## config.mk

```make
export PLATFORM = sky130hd
export DESIGN_NAME = spi_frame_buffer
export DESIGN_NICKNAME = d
export VERILOG_FILES = /design/src/rtl/spi_frame_pkg.sv /design/src/rtl/spi_frame_buffer_sync_edge.sv /design/src/rtl/spi_frame_buffer.sv
export SDC_FILE = /design/constraint.sdc
export NUM_CORES = 2
export LEC_CHECK = 0
export ABC_CLOCK_PERIOD_IN_PS = 2500
export BUFFER_PORTS_ARGS = -buffer_cell sky130_fd_sc_hd__buf_2
export CORE_MARGIN = 2
export CORE_UTILIZATION = 45
export CTS_CLUSTER_SIZE = 10
export DETAILED_ROUTE_END_ITERATION = 8
export GPL_TIMING_DRIVEN = 0
export HOLD_SLACK_MARGIN = 0.1
export PLACE_DENSITY_LB_ADDON = 0.3
export SYNTH_ARGS = -nofsm -noshare
export SYNTH_HDL_FRONTEND = slang
export SYNTH_HIERARCHICAL = 1
export SYNTH_SLANG_ARGS = --single-unit
export TNS_END_PERCENT = 100
```

## constraint.sdc

```tcl
create_clock -name iCLK -period 2.5 [get_ports iCLK]
set_input_delay 0 -clock iCLK [delete_from_list [all_inputs] [get_ports iCLK]]
set_output_delay 0 -clock iCLK [all_outputs]
set_load 0.02 [all_outputs]
```

## src/rtl/spi_frame_pkg.sv

```systemverilog
// Shared constants and state encoding for the SPI command/status frame buffer.
package spi_frame_pkg;

  localparam int FRAME_BYTES_DEF = 89;
  localparam int TX_BYTES_DEF    = 48;

  typedef enum logic [1:0] {
    IDLE    = 2'd0,
    RECEIVE = 2'd1,
    COMMIT  = 2'd2
  } state_t;

endpackage

```

## src/rtl/spi_frame_buffer_sync_edge.sv

```systemverilog
// Multi-stage synchronizer with change detection; the caller decodes edge
// polarity from the synchronized level.
module sync_edge #(
  parameter int   STAGES    = 2,
  parameter logic RESET_VAL = 1'b1
) (
  input  logic clk,
  input  logic rst_n,
  input  logic din,
  output logic level,
  output logic change
);

  logic [STAGES-1:0] pipe;
  logic              prev;

  always_ff @(posedge clk or negedge rst_n) begin
    if (!rst_n) begin
      pipe <= {STAGES{RESET_VAL}};
      prev <= RESET_VAL;
    end else begin
      pipe[0] <= din;
      for (int i = 1; i < STAGES; i++) begin
        pipe[i] <= pipe[i-1];
      end
      prev <= pipe[STAGES-1];
    end
  end

  assign level  = pipe[STAGES-1];
  assign change = level ^ prev;

endmodule

```

## src/rtl/spi_frame_buffer.sv

```systemverilog
// Receives fixed-length SPI command frames into ping-pong banks and feeds
// status bytes back to the SPI slave one byte ahead of the shifter.
module spi_frame_buffer
  import spi_frame_pkg::*;
#(
  parameter int FRAME_BYTES = FRAME_BYTES_DEF,
  parameter int TX_BYTES    = TX_BYTES_DEF
) (
  input  logic       iCLK,
  input  logic       iRESETn,
  input  logic       iFRAME_n,
  input  logic       iRX_VALID,
  input  logic [7:0] iRX_DATA,
  output logic [7:0] oTX_DATA,
  output logic       oTX_WREN,
  output logic       oFRAME_DONE,
  output logic       oFRAME_ERR,
  output logic       oBUSY,
  input  logic [6:0] iRD_ADDR,
  output logic [7:0] oRD_DATA,
  input  logic       iTX_WE,
  input  logic [5:0] iTX_ADDR,
  input  logic [7:0] iTX_DATA
);

  localparam int             RXW       = $clog2(FRAME_BYTES);
  localparam int             TXW       = $clog2(TX_BYTES);
  localparam logic [7:0]     FRAME_LEN = 8'(FRAME_BYTES);
  localparam logic [8:0]     TX_LEN    = 9'(TX_BYTES);
  localparam logic [TXW-1:0] TX_FIRST  = '0;

  logic [7:0] rx_mem [2][FRAME_BYTES];
  logic [7:0] tx_mem [TX_BYTES];

  state_t     state, state_next;
  logic [7:0] count, count_next;
  logic       overrun, overrun_next;
  logic       rd_bank, rd_bank_next;
  logic       wr_bank, wr_bank_next;
  logic [7:0] tx_data_next;
  logic       tx_wren_next, done_next, err_next;
  logic       rx_we;
  logic [8:0] tx_idx;
  logic [1:0] warm;
  logic       armed;

  logic frame_level, frame_change, frame_fall;
  logic rx_level, rx_change, byte_event;

  sync_edge #(.STAGES(2), .RESET_VAL(1'b1)) u_frame_sync (
    .clk    (iCLK),
    .rst_n  (iRESETn),
    .din    (iFRAME_n),
    .level  (frame_level),
    .change (frame_change)
  );

  sync_edge #(.STAGES(1), .RESET_VAL(1'b0)) u_valid_sync (
    .clk    (iCLK),
    .rst_n  (iRESETn),
    .din    (iRX_VALID),
    .level  (rx_level),
    .change (rx_change)
  );

  assign frame_fall = frame_change & ~frame_level;
  assign byte_event = rx_change & rx_level;
  assign oBUSY      = (state != IDLE);

  always_comb begin
    state_next   = state;
    count_next   = count;
    overrun_next = overrun;
    rd_bank_next = rd_bank;
    wr_bank_next = wr_bank;
    tx_data_next = oTX_DATA;
    tx_wren_next = 1'b0;
    done_next    = 1'b0;
    err_next     = 1'b0;
    rx_we        = 1'b0;
    tx_idx       = {1'b0, count} + 9'd1;
    case (state)
      IDLE: begin
        if (frame_fall && armed) begin
          count_next   = 8'd0;
          tx_data_next = tx_mem[TX_FIRST];
          tx_wren_next = 1'b1;
          state_next   = RECEIVE;
        end
      end
      RECEIVE: begin
        if (byte_event) begin
          if (count < FRAME_LEN) begin
            rx_we        = 1'b1;
            tx_data_next = (tx_idx < TX_LEN) ? tx_mem[tx_idx[TXW-1:0]] : 8'h00;
          end else begin
            overrun_next = 1'b1;
            tx_data_next = 8'h00;
          end
          tx_wren_next = 1'b1;
          if (count != 8'hFF) begin
            count_next = count + 8'd1;
          end
        end
        if (frame_level) begin
          state_next = COMMIT;
        end
      end
      COMMIT: begin
        if (count == FRAME_LEN && !overrun) begin
          rd_bank_next = wr_bank;
          wr_bank_next = ~wr_bank;
          done_next    = 1'b1;
        end else begin
          err_next = 1'b1;
        end
        overrun_next = 1'b0;
        state_next   = IDLE;
      end
      default: state_next = IDLE;
    endcase
  end

  // Frame starts are only honoured once the pin has been seen idle after reset,
  // so a reset in the middle of a frame cannot fake a falling edge.
  always_ff @(posedge iCLK or negedge iRESETn) begin
    if (!iRESETn) begin
      state       <= IDLE;
      count       <= 8'd0;
      overrun     <= 1'b0;
      rd_bank     <= 1'b1;
      wr_bank     <= 1'b0;
      oTX_DATA    <= 8'h00;
      oTX_WREN    <= 1'b0;
      oFRAME_DONE <= 1'b0;
      oFRAME_ERR  <= 1'b0;
      oRD_DATA    <= 8'h00;
      warm        <= 2'b00;
      armed       <= 1'b0;
    end else begin
      state       <= state_next;
      count       <= count_next;
      overrun     <= overrun_next;
      rd_bank     <= rd_bank_next;
      wr_bank     <= wr_bank_next;
      oTX_DATA    <= tx_data_next;
      oTX_WREN    <= tx_wren_next;
      oFRAME_DONE <= done_next;
      oFRAME_ERR  <= err_next;
      oRD_DATA    <= ({1'b0, iRD_ADDR} < FRAME_LEN) ? rx_mem[rd_bank][iRD_ADDR[RXW-1:0]] : 8'h00;
      warm        <= {warm[0], 1'b1};
      armed       <= armed | (warm[1] & frame_level);
    end
  end

  always_ff @(posedge iCLK) begin
    if (rx_we) begin
      rx_mem[wr_bank][count[RXW-1:0]] <= iRX_DATA;
    end
    if (iTX_WE && ({3'b000, iTX_ADDR} < TX_LEN)) begin
      tx_mem[iTX_ADDR[TXW-1:0]] <= iTX_DATA;
    end
  end

endmodule
```

=== After elaboration in Yosys (flattened, before gate mapping) ===
Memories as Yosys holds them, arrays and structs flattened.
Index checks and enable logic that the tools add are counted.

* $add $sub $neg: 2
* $lt $le $gt $ge: 7
* Equality and inequality tests: 9
* Muxes and demuxes: 35
* Bitwise operators: 10
* Reduce and logical (&&, ||, !) cells: 14

{| class="wikitable"
|+ Operators by type and width
! cell !! count
|-
| 2-to-1 mux 712 bit || 1
|-
| 2-to-1 mux 8 bit || 11
|-
| binary-select mux 8 bit (select 7 bit) || 1
|-
| demux 8 bit (select 7 bit) || 1
|-
| one-hot mux 8 bit (2 select lines) || 2
|-
| greater-or-equal comparator 8 bit, second input constant || 2
|-
| inverter 7 -> 8 bit || 2
|-
| 2-to-1 mux 1 bit || 14
|-
| adder 8 x 1 -> 9 bit, second input constant || 1
|-
| < comparator 9 x 6 -> 1 bit, second input constant || 1
|-
| adder 8 x 1 -> 8 bit, second input constant || 1
|-
| == test 8 x 7 -> 1 bit, second input constant || 1
|-
| < comparator 8 x 1 -> 1 bit, second input constant || 1
|-
| < comparator 8 x 7 -> 1 bit, second input constant || 1
|-
| inequality test 2 bit, second input constant || 4
|-
| inequality test 8 bit, second input constant || 1
|-
| < comparator 7 bit, second input constant || 1
|-
| < comparator 6 bit, second input constant || 1
|-
| AND reduction 3 bit || 2
|-
| nonzero test 2 bit || 3
|-
| logical AND 1 bit || 4
|-
| 2-to-1 mux 2 bit || 2
|-
| one-hot mux 1 bit (2 select lines) || 2
|-
| one-hot mux 2 bit (2 select lines) || 1
|-
| other kinds (11) || 16
|}

* Bits in registers: 40
* Bits in writable memories: 1808
* Bits of input ports: 34
* Memories kept: 2

{| class="wikitable"
|+ Memory list
! memory !! depth !! width !! read ports !! clocked after Yosys merged registers in !! wr ports !! line !! RTL
|-
| rx_mem || 2 || 712 || 1 || 0 || 1 || spi_frame_buffer.sv:32 || <nowiki>logic [7:0] rx_mem [2][FRAME_BYTES];</nowiki>
|-
| tx_mem || 48 || 8 || 2 || 0 || 1 || spi_frame_buffer.sv:33 || <nowiki>logic [7:0] tx_mem [TX_BYTES];</nowiki>
|}

=== Logic depth before layout (Yosys ltp) ===
* Word-level depth: 6
* Gate-level depth with buffers: 12
* Gate-level depth less buffers: 8

=== Cells and area by module ===
Netlist, hierarchy kept.

{| class="wikitable"
|+ By module, submodules not included
! module !! times used !! cells an instance !! area each (µm²)
|-
| spi_frame_buffer || 1 || 3546 || 72370.7
|-
| sync_edge at u_frame_sync || 1 || 4 || 87.6
|-
| sync_edge at u_valid_sync || 1 || 3 || 58.8
|}

=== Worst setup path before layout ===
No wires, ideal clock.

* Path kind: register to register
* Start: reg state[1]
* End: mem rx_mem[0][192] (netlist name), enable pin
* Library setup time: 383 ps
* Data arrival time: 2288 ps
* Setup slack: -172 ps
* Stages on the path, launching flop included: 9
* Period minus slack after synthesis: 2672 ps
* Path through: dfrtp_1 nand2b_1 clkbuf_1 nor3_1 o2111a_1 and2b_1 and2_4 nand3_1 nor3_1

* Longest elaborated chain between the ends: 4

{| class="wikitable"
|+ RTL lines
! item !! line !! RTL
|-
| from (decl) || spi_frame_buffer.sv:35 || <nowiki>state_t state, state_next;</nowiki>
|-
| from (signal assigned) || spi_frame_buffer.sv:141 || <nowiki>state <= state_next;</nowiki>
|-
| == test 2 x 1 -> 1 bit || spi_frame_buffer.sv:82 || <nowiki>case (state)</nowiki>
|-
| 2-to-1 mux 1 bit || spi_frame_buffer.sv:82 ||
|-
| 2-to-1 mux 1 bit || spi_frame_buffer.sv:157 || <nowiki>if (rx_we) begin</nowiki>
|-
| 2-to-1 mux 712 bit (implied by the code) || spi_frame_buffer.sv:158 || <nowiki>rx_mem[wr_bank][count[RXW-1:0]] <= iRX_DATA;</nowiki>
|-
| to (decl) || spi_frame_buffer.sv:32 ||
|}

Every way passes these cells.

=== Final worst setup path ===
* Start: reg rd_bank
* End: reg oRD_DATA[5]

* Longest elaborated chain between the ends: 5

{| class="wikitable"
|+ RTL lines
! item !! line !! RTL
|-
| from (decl) || spi_frame_buffer.sv:38 || <nowiki>logic rd_bank, rd_bank_next;</nowiki>
|-
| from (signal assigned) || spi_frame_buffer.sv:144 || <nowiki>rd_bank <= rd_bank_next;</nowiki>
|-
| memory read (2 x 712 bit) || -- ||
|-
| binary-select mux 8 bit (select 7 bit) || spi_frame_buffer.sv:150 || <nowiki>oRD_DATA <= ({1'b0, iRD_ADDR} < FRAME_LEN) ? rx_mem[rd_bank][iRD_ADDR[RXW-1:0]] : 8'h00;</nowiki>
|-
| 2-to-1 mux 8 bit (implied by the code) (2 in a row) || spi_frame_buffer.sv:150 ||
|-
| 2-to-1 mux 8 bit || spi_frame_buffer.sv:150 ||
|-
| to (signal assigned) || spi_frame_buffer.sv:150 ||
|-
| to (decl) || spi_frame_buffer.sv:20 || <nowiki>output logic [7:0] oRD_DATA,</nowiki>
|}

Every way passes these cells. The select of a mux whose other input is x is not followed.
A chain may end at the register's enable or synchronous reset.

==> results.md <==
Global routing:
- The first global-routing pass estimated 300 mm of wire.
- The overall routing resource usage is 0.265.
- The number of antenna violations at the first check in global routing is 8.
- Entering global routing, the biggest net connects 140 pins.
- The global route total overflow is 0.
- The via count of the first global-routing pass came to 38300.

Floorplanning:
- The standard-cell row count is 147.
- From bottom edge to top edge, the die measures 405 µm.
- The die outline area is 164000 µm².
- The core region is 160000 µm².
- Pin placement for this block handled 54 I/O pins.
- The initial core utilization is 0.452.
- The horizontal extent of the die is 405 µm.

Setup path:
- The endpoint of the worst register-to-register path is oRD_DATA[5].
- The path depth of the worst reg2reg path is 11.
- The setup slack of the most critical reg-to-reg path is -0.61 ns.
- The required time at the endpoint of the critical path is 3.21 ns.
- The critical path starts at rd_bank.
- The worst register-to-register path begins at rd_bank.
- The kind of critical path is flip-flop to flip-flop.
- At the worst endpoint, the arrival time is 3.82 ns.
- The startpoint type of the worst setup path is a flip-flop.
- Of all nets on the critical path, the largest fanout is 10.
- The nature of the critical path endpoint is a flip-flop.
- The capturing element of the worst setup path is oRD_DATA[5].

Synth:
- The warning count from the yosys run is 6.
- After synthesis the netlist holds a flip-flop and latch count of 1848.
- The largest total area in the synthesized netlist belongs to edfxtp_1.
- The synthesized instance count is 3553.
- The share of the yosys chip area belonging to registers is 0.763.
- When the netlist entered floorplanning its net count stood at 3590.
- In the post-synthesis netlist, the biggest area contributors are edfxtp_1 75%, mux4_2 12%, mux2i_1 3.3%, nor2_1 1.3%, dfrtp_1 1.2%.
- In the synthesized netlist the dominant register cell turns out to be edfxtp_1.
- The most repeated cell in the gate-level netlist after synthesis is edfxtp_1.
- The async set or reset register ratio after synthesis is 0.0216.
- Counting instances in the post-synthesis netlist gives the leading cell types as 1808 x edfxtp_1, 382 x mux4_2, 250 x nor2_1.
- The post-synthesis instance area is 72500 µm².
- The count of flip-flops with a built-in enable after synthesis is 1808.
- Of the post-synthesis cell area, the dominant cell type holds 0.749.
- The count of unique library cells instantiated by Yosys is 74.
- The average cell area after synthesis is 20.4 µm².

Run:
- The tool flagged a number of max-cap violations equal to 0.

STA:
- The final-layout setup total negative slack is -195.10 ns.
- Of the available clock period, the critical path in the final layout requires 1.24.
- The achievable frequency is 321 MHz.
- Between clock sinks in the finished design, the worst skew comes to 0.0513 ns.
- The number of endpoints with negative hold slack in the final report is 0.
- For the finished layout, the period the worst path requires is 3.11 ns.
- Setup slack on the critical path of the routed design comes to -0.612 ns.
- At the pin with the least slew margin, the transition time is 1.47 ns.
- Setup repair after global routing could not meet its margin everywhere.
- The number of pins exceeding their max-slew limit in the final report came to 0.
- Setup violations remaining at the end of the flow were counted as 1246.
- Headroom to the max-slew limit came out at 0.0199.

Placed design:
- The placed instances occupy a cell area of 75800 µm².
- Routability-driven placement finished with a final weighted congestion of 0.987.
- The detailed-placement wirelength estimate is 136 mm.
- The count of buffers inserted at the top-level ports is 50.

Detailed routing:
- The number of design rule violations left after detail routing is 0.
- For this run, the detailed router's first-pass iteration total came to 7.
- The average wire length per cell after detail routing is 35.3 µm.
- Wires add up to 222 mm.
- The number of routed nets with antenna violations is 0.
- Summing over every cut layer, the via total after detailed routing is 39600.
- The iteration-0 DRC count of the detailed router is 6025.
- The average via count per standard cell is 6.29.

Pwr:
- The analysis attributes to cell leakage a power of 26.6 nW.
- VDD sags by at most 0.000785 V.
- Power spread over the standard cell area amounts to 771 nW/µm².

Finish:
- After routing the design area is 87600 µm².
- Counting the fill cells in the layout gives 12100.
- In the final design database the tool counted 4077 nets.
- The relative area change from synthesis to final layout is 20.8%.
- The sequential cells in the finished layout cover a total of 55300 µm².
- The multi-input gate area in the final layout is 18200 µm².
- The proportion of layout cells with a drive suffix above 1 is 0.338.

Hold path:
- The worst min-delay path category is input port to flip-flop.
- The hold-critical path depth is 2.

Clock network:
- The TritonCTS clock tree is built.
- The number of clock buffers added by TritonCTS is 204.
- In this run the deepest clock path goes through 3 buffers.
- The clock net in this run drives a total of 1848 sinks.
- The cell sitting at the root of the clock tree is a clkbuf_16.
- The clock slew at the register clock pins of the worst setup and hold paths is 0.06 ns.
- The clock latency on the worst-skew pair is 0.87 ns.
- The count of H-tree levels built during CTS is 4.

Outcome:
- The flow ran to the end, but the final reports show violations.
- The final reports fail on negative setup slack.
[registers in the layout, summed over array words and instances (netlist names), 2 cells and up]
register,cells
warm,2
rx_mem,1424
tx_mem,384
oRD_DATA,8
count,8
u_frame_sync/pipe,2
oTX_DATA,8
state,2
[placed cells by master, fill, tap and decap left out, drive strengths merged, types with 42 or more instances in the layout]
master / n
a21oi: 62
nand2: 129
o22ai: 46
o221ai: 82
mux2i: 242
nor3: 43
edfxtp: 1808
buf: 379
mux4: 382
nor2: 250
o21ai: 42
clkbuf: 370
[logic make-up (layout without fill, tap and decap cells)]
family	Yosys count	in the layout	share of synthesized area
AO/OA/AOI/OAI	317	317	0.0306
buffers and inverters	220	806	0.0198
other	1	4	0.0000517
AND/OR/NAND/NOR	519	519	0.0314
adder cells (fa/ha/maj)	3	3	0.000518
flip-flops	1848	1848	0.763
multiplexers	636	636	0.154
XOR/XNOR	9	9	0.00119
[metrics by stage]
step / cells / total power [W] / hold WS (ns) / setup WS (ns) / utilization
finish: 6302 / 0.0675 / 0.143 / -0.612 / 0.546
global route: 6299 / 0.0691 / 0.137 / -0.587 / 0.546
CTS: 6192 / 0.0666 / 0.114 / -0.602 / 0.531
detailed placement: 5771 / 0.0398 / 0.108 / -1.82 / 0.473
global placement: 5763 / 0.0397 / 0.107 / -1.75 / 0.471
floorplan: 3553 / 0.0376 / -0.296 / -0.0616 / -
[layout make-up]
cell class / instances / share of cell area
sequential: 1848 / 0.631
clock buffer: 293 / 0.0635
antenna: 3 / 0.0000857
buffer: 208 / 0.0261
clock inverter: 12 / 0.00239
multi-input combinational: 1485 / 0.208
tap: 2160 / 0.0309
timing repair buffer: 282 / 0.0372
inverter: 11 / 0.000614
[worst min path at each step]
stage	from	end	slack, ns
2_1_floorplan	iRESETn	armed	-0.30
3_3_place_gp	iFRAME_n	u_frame_sync/pipe[0]	0.11
3_5_place_dp	iFRAME_n	u_frame_sync/pipe[0]	0.11
4_1_cts	iRX_DATA[7]	rx_mem[0][87]	0.11
5_1_grt	iRX_DATA[7]	rx_mem[0][87]	0.14
6_report	iRX_DATA[7]	rx_mem[0][87]	0.14
[routing by layer]
layer  global-route usage  vias up  share of wire
li1                     -    15700              -
met1                0.351    20600           0.36
met2                0.405     2745           0.46
met3               0.0711      624           0.12
met4                0.141        4          0.059
met5                    0        -        0.00012
[report_power, final]
| part | switching [W] | total, W | internal, W |
|---|---|---|---|
| combinational | 0.00359 | 0.00621 | 0.00262 |
| sequential | 0.000114 | 0.0343 | 0.0342 |
| clock | 0.0117 | 0.0270 | 0.0153 |
[repair_timing]
item	4_1_cts	5_1_grt
resized for setup	559	287
gates cloned	3	12
hold buffers	33	0
hold endpoints to repair	2004	0
setup endpoints to repair	1442	1441
pin swaps	47	65
setup buffers	81	98
[worst max-delay path, cell delays in order (launching register included)]
cell and delay (ns):
dfstp_2 0.63, buf_12 0.17, buf_12 0.18, buf_12 0.22, buf_8 0.23, buf_6 0.26
mux2i_1 0.20, a21oi_1 0.09, a21oi_2 0.26, o211ai_1 0.32, nor3_2 0.23, o22ai_1 0.12
Note: power is estimated with default switching activity, not from simulation.
